==> config.mk <==
export PLATFORM = sky130hd
export DESIGN_NAME = pong_ball_engine
export DESIGN_NICKNAME = d
export VERILOG_FILES = /design/src/rtl/pong_ball_engine_pkg.sv /design/src/rtl/pong_ball_engine_frame_tick.sv /design/src/rtl/pong_ball_engine.sv
export SDC_FILE = /design/constraint.sdc
export NUM_CORES = 1
export LEC_CHECK = 0
export CAP_MARGIN = 0
export CORE_AREA = 2 2 129 131
export DETAILED_ROUTE_END_ITERATION = 8
export DIE_AREA = 0 0 131 133
export SKIP_CTS_REPAIR_TIMING = 1
export SLEW_MARGIN = 10
export SYNTH_ARGS = -nofsm -noshare
export SYNTH_HDL_FRONTEND = slang
export SYNTH_SLANG_ARGS = --single-unit
==> constraint.sdc <==
create_clock -name clk -period 3.87 [get_ports clk]
set_clock_uncertainty 0.15 [all_clocks]
set_input_delay 0.9675 -clock clk [delete_from_list [all_inputs] [get_ports clk]]
set_output_delay 0.9675 -clock clk [all_outputs]
set_load 0.03 [all_outputs]
==> src/rtl/pong_ball_engine_pkg.sv <==
// Shared geometry constants, widths and state encoding for the pong ball engine.
package pong_pkg;

  localparam int unsigned FIELD_W      = 640;
  localparam int unsigned FIELD_H      = 480;
  localparam int unsigned BALL_SIZE    = 8;
  localparam int unsigned PADDLE_W     = 8;
  localparam int unsigned PADDLE_H     = 64;
  localparam int unsigned PADDLE1_X    = 16;
  localparam int unsigned PADDLE2_X    = 616;

  localparam int unsigned BALL_X_MAX   = FIELD_W - BALL_SIZE;
  localparam int unsigned BALL_Y_MAX   = FIELD_H - BALL_SIZE;
  localparam int unsigned PADDLE_Y_MAX = FIELD_H - PADDLE_H;
  localparam int unsigned CENTRE_X     = (FIELD_W - BALL_SIZE) / 2;
  localparam int unsigned CENTRE_Y     = (FIELD_H - BALL_SIZE) / 2;
  localparam int unsigned PADDLE_INIT  = (FIELD_H - PADDLE_H) / 2;
  localparam int unsigned HIT_LEFT_X   = PADDLE1_X + PADDLE_W;
  localparam int unsigned HIT_RIGHT_X  = PADDLE2_X - BALL_SIZE;

  localparam int unsigned X_W   = 10;
  localparam int unsigned Y_W   = 10;
  localparam int unsigned P_W   = 9;
  localparam int unsigned HIT_W = 4;
  localparam int unsigned SPD_W = 3;

  typedef enum logic [1:0] {
    SERVE = 2'd0,
    MOVE  = 2'd1,
    MISS  = 2'd2
  } state_e;

  // One extra pixel per tick for every four hits; 15 hits gives the cap of 4.
  function automatic logic [SPD_W-1:0] speed_of(input logic [HIT_W-1:0] hits);
    return SPD_W'(1) + SPD_W'(hits[HIT_W-1:2]);
  endfunction

endpackage

==> src/rtl/pong_ball_engine_frame_tick.sv <==
// Motion-rate divider: one-clk registered strobe every CLK_HZ/TICK_HZ clks.
module frame_tick #(
  parameter int unsigned CLK_HZ  = 50_000_000,
  parameter int unsigned TICK_HZ = 60
) (
  input  logic clk,
  input  logic rst,
  output logic tick
);

  localparam int unsigned DIV = (CLK_HZ / TICK_HZ > 0) ? CLK_HZ / TICK_HZ : 1;
  localparam int unsigned CW  = (DIV > 1) ? $clog2(DIV) : 1;

  logic [CW-1:0] cnt_q, cnt_d;
  logic          tick_q, tick_d;

  always_comb begin
    cnt_d  = cnt_q + CW'(1);
    tick_d = 1'b0;
    if (cnt_q == CW'(DIV - 1)) begin
      cnt_d  = '0;
      tick_d = 1'b1;
    end
  end

  always_ff @(posedge clk or negedge rst) begin
    if (!rst) begin
      cnt_q  <= '0;
      tick_q <= 1'b0;
    end else begin
      cnt_q  <= cnt_d;
      tick_q <= tick_d;
    end
  end

  assign tick = tick_q;

endmodule

==> src/rtl/pong_ball_engine.sv <==
// Ball and paddle motion engine: serve/move/miss rally control with wall and paddle bounces.
module pong_ball_engine
  import pong_pkg::*;
#(
  parameter int unsigned CLK_HZ      = 50_000_000,
  parameter int unsigned TICK_HZ     = 60,
  parameter int unsigned PADDLE_STEP = 4
) (
  input  logic           clk,
  input  logic           rst,
  input  logic           stop,
  input  logic           up1,
  input  logic           down1,
  input  logic           up2,
  input  logic           down2,
  output logic [X_W-1:0] ball_x,
  output logic [Y_W-1:0] ball_y,
  output logic [P_W-1:0] paddle1_q,
  output logic [P_W-1:0] paddle2_q,
  output logic           miss1,
  output logic           miss2
);

  localparam int unsigned XW1 = X_W + 1;
  localparam int unsigned YW1 = Y_W + 1;
  localparam int unsigned PW1 = P_W + 1;

  logic             tick;
  state_e           state_q, state_d;
  logic [X_W-1:0]   ball_x_q, ball_x_d;
  logic [Y_W-1:0]   ball_y_q, ball_y_d;
  logic [P_W-1:0]   paddle1_d, paddle2_d;
  logic             dx_left_q, dx_left_d;
  logic             dy_up_q, dy_up_d;
  logic [HIT_W-1:0] hit_q, hit_d, hit_inc;
  logic             miss1_q, miss1_d, miss2_q, miss2_d;
  logic [SPD_W-1:0] speed;
  logic [XW1-1:0]   x_sum;
  logic             ov1, ov2, left_reach;

  frame_tick #(
    .CLK_HZ (CLK_HZ),
    .TICK_HZ(TICK_HZ)
  ) u_frame_tick (
    .clk (clk),
    .rst (rst),
    .tick(tick)
  );

  // Opposing commands cancel; travel is clamped to the field.
  function automatic logic [P_W-1:0] paddle_next(input logic [P_W-1:0] p,
                                                 input logic up, input logic dn);
    logic [PW1-1:0] sum;
    sum         = {1'b0, p} + PW1'(PADDLE_STEP);
    paddle_next = p;
    if (up && !dn) begin
      paddle_next = (p <= P_W'(PADDLE_STEP)) ? '0 : p - P_W'(PADDLE_STEP);
    end else if (dn && !up) begin
      paddle_next = (sum >= PW1'(PADDLE_Y_MAX)) ? P_W'(PADDLE_Y_MAX) : sum[P_W-1:0];
    end
  endfunction

  assign speed      = speed_of(hit_q);
  assign hit_inc    = (&hit_q) ? hit_q : hit_q + HIT_W'(1);
  assign x_sum      = {1'b0, ball_x_q} + XW1'(speed);
  assign left_reach = (ball_x_q <= X_W'(HIT_LEFT_X) + X_W'(speed));
  assign ov1 = ({1'b0, ball_y_q} + YW1'(BALL_SIZE - 1) >= YW1'(paddle1_q)) &&
               ({1'b0, ball_y_q} <= YW1'(paddle1_q) + YW1'(PADDLE_H - 1));
  assign ov2 = ({1'b0, ball_y_q} + YW1'(BALL_SIZE - 1) >= YW1'(paddle2_q)) &&
               ({1'b0, ball_y_q} <= YW1'(paddle2_q) + YW1'(PADDLE_H - 1));

  always_comb begin
    state_d   = state_q;
    ball_x_d  = ball_x_q;
    ball_y_d  = ball_y_q;
    paddle1_d = paddle1_q;
    paddle2_d = paddle2_q;
    dx_left_d = dx_left_q;
    dy_up_d   = dy_up_q;
    hit_d     = hit_q;
    miss1_d   = 1'b0;
    miss2_d   = 1'b0;

    if (tick) begin
      paddle1_d = paddle_next(paddle1_q, up1, down1);
      paddle2_d = paddle_next(paddle2_q, up2, down2);

      case (state_q)
        SERVE: begin
          ball_x_d = X_W'(CENTRE_X);
          ball_y_d = Y_W'(CENTRE_Y);
          if (!stop) state_d = MOVE;
        end

        MOVE: begin
          if (!stop) begin
            if (dy_up_q) begin
              if (ball_y_q <= Y_W'(1)) begin
                ball_y_d = '0;
                dy_up_d  = 1'b0;
              end else begin
                ball_y_d = ball_y_q - Y_W'(1);
              end
            end else begin
              if (ball_y_q + Y_W'(1) >= Y_W'(BALL_Y_MAX)) begin
                ball_y_d = Y_W'(BALL_Y_MAX);
                dy_up_d  = 1'b1;
              end else begin
                ball_y_d = ball_y_q + Y_W'(1);
              end
            end

            // A paddle hit takes priority over a miss on the same tick.
            if (dx_left_q) begin
              if (left_reach && ov1) begin
                ball_x_d  = X_W'(HIT_LEFT_X);
                dx_left_d = 1'b0;
                hit_d     = hit_inc;
              end else if (ball_x_q <= X_W'(speed)) begin
                ball_x_d = '0;
                miss1_d  = 1'b1;
                state_d  = MISS;
              end else begin
                ball_x_d = ball_x_q - X_W'(speed);
              end
            end else begin
              if ((x_sum >= XW1'(HIT_RIGHT_X)) && ov2) begin
                ball_x_d  = X_W'(HIT_RIGHT_X);
                dx_left_d = 1'b1;
                hit_d     = hit_inc;
              end else if (x_sum >= XW1'(BALL_X_MAX)) begin
                ball_x_d = X_W'(BALL_X_MAX);
                miss2_d  = 1'b1;
                state_d  = MISS;
              end else begin
                ball_x_d = x_sum[X_W-1:0];
              end
            end
          end
        end

        MISS: begin
          // dx still points at the player who conceded, which is the serve direction.
          if (stop) begin
            state_d  = SERVE;
            ball_x_d = X_W'(CENTRE_X);
            ball_y_d = Y_W'(CENTRE_Y);
            dy_up_d  = 1'b0;
            hit_d    = '0;
          end
        end

        default: state_d = SERVE;
      endcase
    end
  end

  always_ff @(posedge clk or negedge rst) begin
    if (!rst) begin
      state_q   <= SERVE;
      ball_x_q  <= X_W'(CENTRE_X);
      ball_y_q  <= Y_W'(CENTRE_Y);
      paddle1_q <= P_W'(PADDLE_INIT);
      paddle2_q <= P_W'(PADDLE_INIT);
      dx_left_q <= 1'b0;
      dy_up_q   <= 1'b0;
      hit_q     <= '0;
      miss1_q   <= 1'b0;
      miss2_q   <= 1'b0;
    end else begin
      state_q   <= state_d;
      ball_x_q  <= ball_x_d;
      ball_y_q  <= ball_y_d;
      paddle1_q <= paddle1_d;
      paddle2_q <= paddle2_d;
      dx_left_q <= dx_left_d;
      dy_up_q   <= dy_up_d;
      hit_q     <= hit_d;
      miss1_q   <= miss1_d;
      miss2_q   <= miss2_d;
    end
  end

  assign ball_x = ball_x_q;
  assign ball_y = ball_y_q;
  assign miss1  = miss1_q;
  assign miss2  = miss2_q;

endmodule

==> Word-level counts from Yosys, hierarchy flattened <==
Index checks and enable logic that the tools add are counted.
{ "classes": {"add_sub_neg": 15, "magnitude_cmp": 14, "n_eq_ne": 12, "muxes": 61, "bitwise_logic": 1, "reduce_logical": 25} }
{ "op_table": {"columns": ["op", "count"], "rows": [
  ["2-to-1 mux 10 bit", 12],
  ["2-to-1 mux 9 bit", 8],
  ["case mux 10 bit (3 select lines)", 2],
  [">= comparator 10 x 9 -> 1 bit (second input constant)", 3],
  ["2-to-1 mux 4 bit", 6],
  [">= comparator 11 x 10 -> 1 bit (second input constant)", 2],
  [">= comparator 11 x 9 -> 1 bit", 2],
  ["2-to-1 mux 1 bit", 21],
  ["adder 20 x 1 -> 20 bit (second input constant)", 1],
  ["adder 9 x 3 -> 10 bit (second input constant)", 2],
  ["adder 9 x 6 -> 10 bit (second input constant)", 2],
  ["== test 20 bit (second input constant)", 1],
  ["less-or-equal comparator 10 bit", 2],
  ["2-to-1 mux 20 bit", 1],
  ["less-or-equal comparator 9 x 3 -> 1 bit (second input constant)", 2],
  ["!= test 3 bit (second input constant)", 6],
  ["subtractor 9 x 3 -> 9 bit (second input constant)", 2],
  ["2-to-1 mux 2 bit", 8],
  ["AND reduction 4 bit", 3],
  ["adder 10 x 3 -> 11 bit", 1],
  ["adder 10 x 3 -> 11 bit (second input constant)", 1],
  ["adder 10 x 1 -> 10 bit (second input constant)", 1],
  ["less-or-equal comparator 10 x 1 -> 1 bit (second input constant)", 1],
  ["less-or-equal comparator 10 x 3 -> 1 bit", 1],
  ["22 further kinds", 37]
]} }
{ "totals": {"reg_bits": 69, "output_inout_bits": 40, "word_cells": 140} }

==> Logic depth before layout (Yosys ltp) <==
Gate-level depths: netlist of run 1.
{ "logic_depth": {"ltp_word": 9, "ltp_mapped": 14} }

==> By module <==
From an unflattened synthesis of run 1, not the netlist that was laid out.
{ "unflattened": {"cells_unflattened": 744, "hier_area_um2": 6087.1} }
{ "by_module_without_submodules": {"columns": ["module", "instances", "cells_per_inst", "area_each_um2", "seq_area_each_um2"], "rows": [
  ["pong_ball_engine", 1, 645, 5034.8, 1121.1],
  ["frame_tick", 1, 99, 1052.3, 525.5]
]} }

==> Least setup slack after synthesis of run 1 <==
Ideal clock, no wire load.
{ "synth_timing": {"path_type": "register to register", "start": "register paddle1_q[2]", "end": "register hit_q[0]", "setup_time_ns": 0.128, "arrival_ns": 3.345, "required_ns": 3.592, "setup_slack_ns": 0.247, "stages_incl_launch_ff": 15, "path_buffers": 0, "path_cell_list": "dfrtp_1 -> inv_1 -> ha_1 -> nor2b_1 -> and2_1 -> nor2_1 -> xnor2_1 -> ha_1 -> o21ai_0 -> nor2_1 -> a211o_1 -> a211o_1 -> a31oi_2 -> o21ai_2 -> mux2_1"} }
{ "synth_via": {"elab_chain_len": 6, "word_cells_on_any_way": 7, "classes_between": "add/sub: 1; order compare: 2; eq/ne: 1; reduce/logical: 3"} }
{ "synth_rtl": {"columns": ["element", "line", "text"], "rows": [
  ["from (decl)", "pong_ball_engine.sv:18", "output logic [P_W-1:0] paddle1_q,"],
  ["from (signal assigned)", "pong_ball_engine.sv:163", "paddle1_q <= P_W'(PADDLE_INIT);"],
  ["from (signal assigned)", "pong_ball_engine.sv:174", "paddle1_q <= paddle1_d;"],
  ["adder 9 x 6 -> 10 bit", "pong_ball_engine.sv:68", "({1'b0, ball_y_q} <= YW1'(paddle1_q) + YW1'(PADDLE_H - 1));"],
  ["less-or-equal comparator 10 bit", "pong_ball_engine.sv:68", null],
  ["logical AND 1 bit (*)", "pong_ball_engine.sv:67", "assign ov1 = ({1'b0, ball_y_q} + YW1'(BALL_SIZE - 1) >= YW1'(paddle1_q)) &&"],
  ["logical AND 1 bit (*)", "pong_ball_engine.sv:115", "if (left_reach && ov1) begin"],
  ["!= test 3 bit (no line) (*)", null, null],
  ["AND reduction 6 bit (no line) (*)", null, null],
  ["to (signal assigned)", "pong_ball_engine.sv:178", "hit_q <= hit_d;"],
  ["to (decl)", "pong_ball_engine.sv:35", "logic [HIT_W-1:0] hit_q, hit_d, hit_inc;"]
]} }
Every way passes the cells marked *; elsewhere a longest branch is shown, timed or not.
A chain may end at the register's enable or synchronous reset.

==> Worst setup path after layout of run 1 <==
{ "layout_timing": {"start": "register paddle1_q[3]", "end": "register hit_q[0]"} }
Same word-level chain as after synthesis.

==> run summary, run 1 <==
- complete, no violations — result of the run
- 11,400 um — Detailed Place HPWL
- 9.88% — share of cells above drive strength 1
- 9 — Num CTS Buffers
- 290 ps — minimum setup slack among reg-to-reg paths
- 1.51 mW — PnR Total Power
- reg -> reg — Hold WC Path Type
- 3580 ps — final critical delay including setup and external delays
- 0 — number of failing hold endpoints at the final stage
- u_frame_tick.cnt_q[6] — min-delay src
- 65 — TritonCTS Sinks
- 2.75% — M3 GR Usage
- sky130_fd_sc_hd__dfrtp_1 — flip-flop cell with the highest count after synthesis
- 60 ps — Clk pin slew, worst setup/hold paths
- 16.3% — area grow syn2layout
- 42 — count of port buffers added during placement
- 17,400 um2 — Die Footprint
- 20.5% — fraction of post-synthesis cell area in the top cell type by area
- 827 — Nets
- 213 uV — IR Drop Worst-Case VDD
- 37.0% — starting density of the core
- 29.3% — met2 Usage GRT
- 0 — number of failing setup endpoints in the final timing report
- 48.6% — headroom to the max-slew limit
- 16,200 um2 — Core ar.
- hit_q[0] — Reg-to-Reg End
- 217 nW/um2 — total power density per cell area
- 488 — number of DRC violations after detailed-routing iteration 0
- 2 — Bufs on Longest Clock Path
- 0.280 GHz — peak clock frequency supported by timing
- 5980 um2 — cell area after synthesis
- 18.6% — overall fraction of global-route tracks in use
- 86 — Distinct cells, synth
- 0 — max-slew violation count
- 65 — FF+latch count, synth
- 15,700 um — total detailed-routing wirelength
- 0 — number of enable flip-flop cells after synthesis
- 5.56 — drt via density
- 3 — htree depth
- reg -> reg — worst setup path category
- 1 — worst hold path stage count
- 92.4% — Final period util
- 41 — largest net degree at the start of global routing
- 0 — antenna violations before repair
- 100% — share of synthesized flip-flops with an asynchronous set or reset
- 47 — I/O pin cnt
- 2.86 nW — standby leakage power
- 0 — Overflow after GRT
- 8 — highest net fanout along the worst path
- 43.0% — Layout Utilization
- 0 — number of nets with antenna violations after detailed routing
- 6950 um2 — area of all placed cells without fillers
- 0 ps — setup tns final
- 5,260 — number of global-route vias before repair
- 6650 um2 — placed instance area
- done — clock tree from TritonCTS
- 15.9 um — WL/cell
- sky130_fd_sc_hd__dfrtp_1 — cell accounting for the most synthesized area
- 131 um — Die X
- flop — nature of the critical path endpoint
- 3650 ps — data arrival time of the worst path
- sky130_fd_sc_hd__clkbuf_16 — Root Buffer Master
- 0 — Yosys warnings
- 3940 ps — Data required, critical path
- paddle1_q[3] — start of the worst register-to-register path
- 8.18 um2 — average cell area after synthesis
- 765 ps — actual transition at the worst max-transition pin
- sky130_fd_sc_hd__dfrtp_1, sky130_fd_sc_hd__ha_1, sky130_fd_sc_hd__dfstp_2 — top cells by area, synth
- 14 — depth of the worst register-to-register path
- 0 — number of antenna repair diodes
- flop — launching element type of the critical path
- 5 — number of detailed-routing iterations run before antenna repair
- no — setup repair after global routing missed its margin
- u_frame_tick.cnt_q[6] — endpoint of the worst hold-timing path
- sky130_fd_sc_hd__nand2_1, sky130_fd_sc_hd__nor2_1, sky130_fd_sc_hd__ha_1 — Commonest cells post-synth
- sky130_fd_sc_hd__nand2_1 — count leader, synth
- 731 — Post-Synthesis Cells
- 0 — remaining design rule violation count
- 27.5% — sequential cell area fraction in the yosys report
- 0.891 — routability cong.
- 5,495 — vias after detailed routing
- 0 — max-cap check violation count
- 25.8% — met1 GRT Util
- 340 ps — Worst-Skew Late Latency
- 133 um — die boundary height
- 47 — # rows
- 26,200 um — global-route wire length before repair
- met2 — GR peak layer
[logic make-up after synthesis]
family                   count (synthesis)  synth area share [%]
AO/OA/AOI/OAI                          202                  23.5
XOR/XNOR                                49                  7.18
flip-flops                              65                  27.5
other                                    1                0.0627
multiplexers                             7                  1.23
adder cells (fa/ha/maj)                 56                  12.0
AND/OR/NAND/NOR                        270                  22.8
buffers and inverters                   81                  5.65
[layer usage]
metal / share of wire (%) / up-vias
li1: - / 2729
met1: 47 / 2560
met2: 46 / 176
met3: 5.0 / 30
met4: 2.2 / 0
met5: 0 / -
[through the flow]
step	hold WS (ps)	setup slack (ps)	std cells
finish	358	293	989
global route	392	11.5	989
CTS	366	220	989
detailed placement	357	227	973
global placement	348	308	973
floorplan	309	247	734
[sequential cells by signal, indices dropped and copies added (netlist names), 2 cells and up]
register            flops
ball_x                 10
ball_y                 10
hit_q                   4
paddle1_q               7
paddle2_q               7
state_q                 2
u_frame_tick.cnt_q     20
[area by class of cell]
type,instances,area (um2)
inverter,38,143
sequential,65,1650
tap,220,275
clock buffer,11,243
fill,1641,9220
timing repair buffer,62,578
clock inverter,5,41.3
multi-input combinational,588,4030
[worst max path at each step]
stage,from,end,slack [ps],depth (start not counted)
6_report,paddle1_q[3],hit_q[0],290,14
5_1_grt,paddle1_q[3],hit_q[0],10,14
4_1_cts,paddle1_q[3],hit_q[0],220,14
3_5_place_dp,paddle1_q[3],hit_q[0],230,14
3_3_place_gp,paddle1_q[3],hit_q[0],310,14
2_1_floorplan,paddle1_q[2],hit_q[0],250,14
[worst max-delay path: stages, from the launching register on]
cell and delay, ps:
sky130_fd_sc_hd__dfrtp_1 450, sky130_fd_sc_hd__inv_1 150, sky130_fd_sc_hd__ha_1 230, sky130_fd_sc_hd__nor2b_2 200, sky130_fd_sc_hd__and2_1 210, sky130_fd_sc_hd__nor2_1 80
sky130_fd_sc_hd__xnor2_1 130, sky130_fd_sc_hd__ha_1 210, sky130_fd_sc_hd__a211oi_1 210, sky130_fd_sc_hd__nor2_1 70, sky130_fd_sc_hd__a211o_1 320, sky130_fd_sc_hd__a211o_4 390
sky130_fd_sc_hd__a31oi_4 230, sky130_fd_sc_hd__o21ai_2 110, sky130_fd_sc_hd__mux2_1 320
[cell usage in the layout (no fill, tap or decap), drive strengths merged, types with 4 or more instances in the layout]
cell type / count
o21ai: 42
ha: 54
a32oi: 5
nor4: 8
a31oi: 11
conb: 4
or3: 5
nand2: 67
xor2: 18
a21o: 5
dfrtp: 49
a22oi: 4
and3: 15
a21oi: 46
o22ai: 4
mux2i: 4
nor3: 23
a22o: 4
nand3: 35
nand2b: 10
clkdlybuf4s50: 41
dfstp: 16
and2: 4
a211oi: 6
a211o: 7
o211ai: 10
inv: 38
xnor2: 31
clkbuf: 11
nor2: 66
nor4b: 4
nor2b: 13
o31ai: 11
buf: 21
nand4: 10
o22a: 5
[report_power, final]
part           switching, mW  internal (mW)
combinational         0.0300         0.0127
sequential                 0          0.681
clock                  0.328          0.454
total                  0.358           1.15
No activity file was read; power rests on OpenSTA's default activity.
==> run 2: changes to the inputs <==
--- a/config.mk
+++ b/config.mk
@@ -6,9 +6,10 @@
 export NUM_CORES = 1
 export LEC_CHECK = 0
 export CAP_MARGIN = 0
-export CORE_AREA = 2 2 129 131
+export CORE_AREA = 2 2 113 115
 export DETAILED_ROUTE_END_ITERATION = 8
-export DIE_AREA = 0 0 131 133
+export DIE_AREA = 0 0 115 117
+export PLACE_DENSITY = 0.69
 export SKIP_CTS_REPAIR_TIMING = 1
 export SLEW_MARGIN = 10
 export SYNTH_ARGS = -nofsm -noshare
==> run summary, run 2 (synthesis gave the netlist of run 1 again) <==
- complete, no violations — result of the run
- 15,900 um — total detailed-routing wirelength, +1.4%
- 93.6% — Final period util, +1.2 points
- 6.21 — drt via density, +12%
- 1650 um2 — total area of sequential cells, unchanged
- hit_q[0] — Reg-to-Reg End
- 117 um — die boundary height, -12%
- 12,300 um2 — Core ar., -24%
- 0 — remaining design rule violation count, unchanged
- 0 — number of failing setup endpoints in the final timing report, unchanged
- 5,321 — number of global-route vias before repair, +1.2%
- sky130_fd_sc_hd__nand2_1, sky130_fd_sc_hd__nor2_1, sky130_fd_sc_hd__ha_1 — most frequent cells in the layout
- 2 — Bufs on Longest Clock Path, unchanged
- 42 — count of port buffers added during placement, unchanged
- 20 — number of flip-flops under the largest register name, unchanged
- 13,500 um2 — Die Footprint, -23%
- 15.0% — area grow syn2layout
- 0 — number of failing hold endpoints at the final stage, unchanged
- 10.2% — share of cells above drive strength 1, +0.27 points
- 115 um — Die X, -12%
- 0 — number of nets with antenna violations after detailed routing, unchanged
- 65 — TritonCTS Sinks, unchanged
- 47 — I/O pin cnt, unchanged
- 42.8% — sequential cell fraction of total power, -2.4 points
- 0.932 — routability cong., +4.7%
- 1,118 — Fillers, -32%
- 0 — Overflow after GRT, unchanged
- 8 — highest net fanout along the worst path, unchanged
- 41 — # rows, -13%
- 0 — number of antenna repair diodes, unchanged
- 826 — Nets, -0.12%
- 48.6% — starting density of the core, +12 points
- 0 ps — setup tns final, unchanged
- 340 ps — Worst-Skew Late Latency, about the same
- 9 — Num CTS Buffers, unchanged
- 14 — depth of the worst register-to-register path, unchanged
- u_frame_tick.cnt_q[6] — endpoint of the worst hold-timing path
- no — setup repair after global routing missed its margin
- 4020 um2 — combined area of the multi-input logic cells, about the same
- 2.87 nW — standby leakage power, +0.37%
- 1.23 mW — internal power of the cells, +7.2%
- 0.276 GHz — peak clock frequency supported by timing, -1.2%
- 250 ps — minimum setup slack among reg-to-reg paths, -40 ps
- 60 ps — Clk pin slew, worst setup/hold paths, about the same
- 362 uW — NetSw, +1.0%
- 17.3 um — WL/cell, +9.3%
- reg -> reg — worst setup path category
- 0 — max-cap check violation count, unchanged
- 32 — largest net degree at the start of global routing, -22%
- 3620 ps — final critical delay including setup and external delays, +45.0 ps
- 56.3% — headroom to the max-slew limit, +7.7 points
- flop — launching element type of the critical path
- 26,600 um — global-route wire length before repair, +1.6%
- sky130_fd_sc_hd__nand2_1 — most common cell after layout, fill and taps aside
- 0 — antenna violations before repair, unchanged
- 54.6% — Clk pwr share, +2.6 points
- 22.7% — fraction of power spent switching nets, -1.1 points
- flop — nature of the critical path endpoint
- paddle1_q[3] — start of the worst register-to-register path
- 0 — max-slew violation count, unchanged
- u_frame_tick.cnt_q — largest reg by FF count
- 208 uV — IR Drop Worst-Case VDD, -2.5%
- 7 — number of detailed-routing iterations run before antenna repair, +2
- 3940 ps — Data required, critical path, about the same
- 3 — htree depth, unchanged
- reg -> reg — Hold WC Path Type
- done — clock tree from TritonCTS
- 231 nW/um2 — total power density per cell area, +6.9%
- 1 — worst hold path stage count, unchanged
- 5,698 — vias after detailed routing, +3.7%
- 1.59 mW — PnR Total Power, +5.7%
- u_frame_tick.cnt_q[6] — min-delay src
- 11,600 um — Detailed Place HPWL, +1.9%
- 687 — number of DRC violations after detailed-routing iteration 0, +41%
- sky130_fd_sc_hd__clkbuf_16 — Root Buffer Master
- 3690 ps — data arrival time of the worst path, +40 ps
- 651 ps — actual transition at the worst max-transition pin, -114 ps
- 2.7% — fraction of power consumed by combinational cells, about the same
- 24.7% — overall fraction of global-route tracks in use, +6.1 points
-- run 2: per-stage QoR --
stage | hold WS [ps] | util [%] | worst slack (ps) | std cells | instance area (um2)
after global placement | 338 | 53.1 | 305 | 902 | 6540
final | 359 | 55.8 | 248 | 918 | 6880
after detailed placement | 343 | 53.1 | 149 | 902 | 6540
after floorplan | 309 | - | 247 | 734 | 5990
after global routing | 378 | 55.8 | 37.2 | 918 | 6880
after CTS | 357 | 55.7 | 150 | 918 | 6860
-- run 2: power groups by stage --
stage               clock, mW  combinational [mW]  sequential, mW
detailed placement          0              0.0430           0.692
CTS                     0.882              0.0432           0.680
floorplan                   0              0.0205           0.692
global route            0.908              0.0477           0.680
finish                  0.869              0.0423           0.681
global placement            0              0.0422           0.692
-- run 2: worst max path at each step --
stage / startpoint / to / slack (ps) / depth (start not counted)
after global placement: paddle1_q[3] / hit_q[0] / 300 / 14
after CTS: paddle1_q[3] / hit_q[0] / 150 / 14
final: paddle1_q[3] / hit_q[0] / 250 / 14
after detailed placement: paddle1_q[3] / hit_q[0] / 150 / 14
after global routing: paddle2_q[3] / hit_q[0] / 40 / 13
after floorplan: paddle1_q[2] / hit_q[0] / 250 / 14
-- run 2: final cells by class --
type	instances	area share [%]
Clock buffer	11	3.68
Clock inverter	5	0.928
Inverter	38	2.07
Multi-Input combinational cell	588	58.5
Sequential cell	65	23.9
Tap cell	150	2.73
Timing Repair Buffer	61	8.12
-- run 2: routing by layer --
| layer | wire length, um | vias up | global-route usage (%) |
|---|---|---|---|
| met3 | 804 | 31 | 3.09 |
| met4 | 352 | 0 | 9.48 |
| met1 | 7290 | 2710 | 34.3 |
| met5 | 0 | - | 0 |
| li1 | - | 2716 | - |
| met2 | 7460 | 241 | 39.6 |
-- run 2: worst max-delay path: stages (launching register included) --
cell and delay [ps]:
sky130_fd_sc_hd__dfrtp_1 460, sky130_fd_sc_hd__inv_1 170, sky130_fd_sc_hd__ha_2 240, sky130_fd_sc_hd__nor2b_2 200, sky130_fd_sc_hd__and2_4 180, sky130_fd_sc_hd__nor2_1 50, sky130_fd_sc_hd__xnor2_1 130, sky130_fd_sc_hd__ha_1 220
sky130_fd_sc_hd__a211oi_1 230, sky130_fd_sc_hd__nor2_1 80, sky130_fd_sc_hd__a211o_1 290, sky130_fd_sc_hd__a211o_2 420, sky130_fd_sc_hd__a31oi_4 240, sky130_fd_sc_hd__o21ai_2 110, sky130_fd_sc_hd__mux2_1 320
==> run 3: changes to the inputs <==
--- a/config.mk
+++ b/config.mk
@@ -6,12 +6,13 @@
 export NUM_CORES = 1
 export LEC_CHECK = 0
 export CAP_MARGIN = 0
-export CORE_AREA = 2 2 113 115
+export CORE_AREA = 2 2 114 116
 export DETAILED_ROUTE_END_ITERATION = 8
-export DIE_AREA = 0 0 115 117
+export DIE_AREA = 0 0 116 118
 export PLACE_DENSITY = 0.69
 export SKIP_CTS_REPAIR_TIMING = 1
 export SLEW_MARGIN = 10
 export SYNTH_ARGS = -nofsm -noshare
 export SYNTH_HDL_FRONTEND = slang
+export SYNTH_HIERARCHICAL = 1
 export SYNTH_SLANG_ARGS = --single-unit
==> run summary, run 3 <==
- 41 — # rows, unchanged
- 30 — largest net degree at the start of global routing, -6.3%
- 479 — number of DRC violations after detailed-routing iteration 0, -30%
- 5,522 — number of global-route vias before repair, +3.8%
- 0 — number of failing hold endpoints at the final stage, unchanged
- 20.1% — fraction of post-synthesis cell area in the top cell type by area, -0.36 points
- 91 — Distinct cells, synth, +5.8%
- 9 — Num CTS Buffers, unchanged
- 65 — FF+latch count, synth, unchanged
- 2.73 nW — standby leakage power, -4.7%
- sky130_fd_sc_hd__nand2_1, sky130_fd_sc_hd__nor2_1, sky130_fd_sc_hd__ha_1 — Commonest cells post-synth
- flop — launching element type of the critical path
- 12,400 um2 — Core ar., +0.83%
- 47 — I/O pin cnt, unchanged
- 7 — highest net fanout along the worst path, -1
- sky130_fd_sc_hd__nand2_1 — most common cell after layout, fill and taps aside
- 350 ps — Worst-Skew Late Latency, about the same
- sky130_fd_sc_hd__dfrtp_1, sky130_fd_sc_hd__ha_1, sky130_fd_sc_hd__dfstp_2 — top cells by area, synth
- 47.2% — headroom to the max-slew limit, -9.1 points
- 60 ps — Clk pin slew, worst setup/hold paths, about the same
- reg -> reg — worst setup path category
- 0 — max-slew violation count, unchanged
- 94.6% — Final period util, +1.0 points
- done — clock tree from TritonCTS
- sky130_fd_sc_hd__clkbuf_16 — Root Buffer Master
- 6 — number of detailed-routing iterations run before antenna repair, -1
- 100% — share of synthesized flip-flops with an asynchronous set or reset, unchanged
- 0 ps — setup tns final, unchanged
- sky130_fd_sc_hd__nand2_1, sky130_fd_sc_hd__nor2_1, sky130_fd_sc_hd__ha_1 — most frequent cells in the layout
- sky130_fd_sc_hd__dfrtp_1 — flip-flop cell with the highest count after synthesis
- 27.1% — sequential cell area fraction in the yosys report, -0.49 points
- 16.8 um — WL/cell, -3.3%
- 1,190 — Fillers, +6.4%
- 0 — number of failing setup endpoints in the final timing report, unchanged
- 15,800 um — total detailed-routing wirelength, -0.41%
- 227 nW/um2 — total power density per cell area, -2.0%
- 744 — Post-Synthesis Cells, +1.8%
- 6.10 — drt via density, -1.6%
- 0 — antenna violations before repair, unchanged
- 55.8% — Layout Utilization, about the same
- 0 — number of nets with antenna violations after detailed routing, unchanged
- flop — nature of the critical path endpoint
- no — setup repair after global routing missed its margin
- 11,600 um — Detailed Place HPWL, +0.21%
- 3660 ps — final critical delay including setup and external delays, +39.3 ps
- 23.6% — overall fraction of global-route tracks in use, -1.1 points
- u_frame_tick/cnt_q — largest reg by FF count
- 3740 ps — data arrival time of the worst path, +50 ps
- 10.1% — share of cells above drive strength 1, -0.066 points
- 5,769 — vias after detailed routing, +1.2%
- 20 — number of flip-flops under the largest register name, unchanged
- 0.273 GHz — peak clock frequency supported by timing, -1.1%
- 49.0% — starting density of the core, +0.47 points
- 6 — Yosys warnings, +6
- 789 ps — actual transition at the worst max-transition pin, +139 ps
- 3 — htree depth, unchanged
- 13.9% — area grow syn2layout
- 8.18 um2 — average cell area after synthesis, about the same
- 3950 ps — Data required, critical path, about the same
- 6090 um2 — cell area after synthesis, +1.8%
- sky130_fd_sc_hd__nand2_1 — count leader, synth
- 116 um — Die X, +0.87%
- 0.856 — routability cong., -8.2%
- 831 — Nets, +0.61%
- 2 — Bufs on Longest Clock Path, unchanged
- 118 um — die boundary height, +0.85%
- 0 — max-cap check violation count, unchanged
- 13,700 um2 — Die Footprint, +1.7%
- 65 — TritonCTS Sinks, unchanged
- 42 — count of port buffers added during placement, unchanged
- 247 uV — IR Drop Worst-Case VDD, +19%
- 0 — Overflow after GRT, unchanged
- 0 — number of antenna repair diodes, unchanged
- complete, no violations — result of the run
- reg -> reg — Hold WC Path Type
- 0 — remaining design rule violation count, unchanged
- 26,400 um — global-route wire length before repair, -0.75%
- sky130_fd_sc_hd__dfrtp_1 — cell accounting for the most synthesized area
- 0 — number of enable flip-flop cells after synthesis, unchanged
## run 3: cell families (layout without fill, tap and decap cells)
logic type	count (synthesis)	after routing	share of synthesized area, %
and+or+nand+nor	283	283	24.1
buffers and inverters	87	113	6.31
adders and majority gates	56	56	11.8
AOI/OAI and AO/OA	200	200	23.0
muxes	7	7	1.27
xor gates and xnor gates	45	45	6.47
DFF	65	65	27.1
other	1	4	0.0616
## run 3: worst paths after layout
check	end	slack [ps]	depth (start not counted)	from
worst min-delay path	u_frame_tick/cnt_q[14]	380	1	u_frame_tick/cnt_q[14]
worst max-delay path	hit_q[0]	210	11	hit_q[2]
worst min register to register	u_frame_tick/cnt_q[14]	380	1	u_frame_tick/cnt_q[14]
worst max register to register	hit_q[0]	210	11	hit_q[2]
min in group asynchronous	paddle2_q[8]	400	1	rst
max in group asynchronous	ball_x[3]	2400	2	rst
## run 3: layer usage
metal  GRT usage [%]  part of all wire [%]
met2            39.3                    50
met4            9.60                   2.1
met3            3.66                   4.6
met1            30.4                    43
met5               0                     0
## run 3: cell type report
type / instances / area, um2 / share of cell area, %
sequential: 65 / 1650 / 23.8
inverter: 40 / 150 / 2.17
timing repair buffer: 57 / 528 / 7.62
multi-input combinational: 595 / 4090 / 59.0
clock inverter: 7 / 77.6 / 1.12
clock buffer: 9 / 225 / 3.25
tap: 172 / 215 / 3.10
## run 3: critical path: stages (launching register included)
cell	delay [ps]
sky130_fd_sc_hd__dfrtp_1	440
sky130_fd_sc_hd__ha_1	330
sky130_fd_sc_hd__inv_1	100
sky130_fd_sc_hd__fa_1	530
sky130_fd_sc_hd__o21bai_4	270
sky130_fd_sc_hd__nand3_2	130
sky130_fd_sc_hd__o31ai_2	230
sky130_fd_sc_hd__nor3_1	100
sky130_fd_sc_hd__or4b_4	530
sky130_fd_sc_hd__o211a_4	290
sky130_fd_sc_hd__nor2_1	120
sky130_fd_sc_hd__mux2_1	330
## run 3: metrics by stage
step / power [mW] / hold slack, ps / area (um2) / instances / setup WS, ps
2_1_floorplan: 0.712 / 331 / 6100 / 747 / 206
3_3_place_gp: 0.734 / 357 / 6610 / 929 / 227
3_5_place_dp: 0.735 / 364 / 6610 / 929 / 133
4_1_cts: 1.59 / 383 / 6910 / 945 / 122
5_1_grt: 1.62 / 410 / 6930 / 945 / 0.880
6_report: 1.57 / 381 / 6930 / 945 / 209
## run 3: power breakdown
part           internal [mW]  total (mW)  switching (mW)
clock network          0.504       0.850           0.346
registers              0.681       0.681               0
logic                 0.0110      0.0413          0.0304
total                   1.20        1.57           0.376
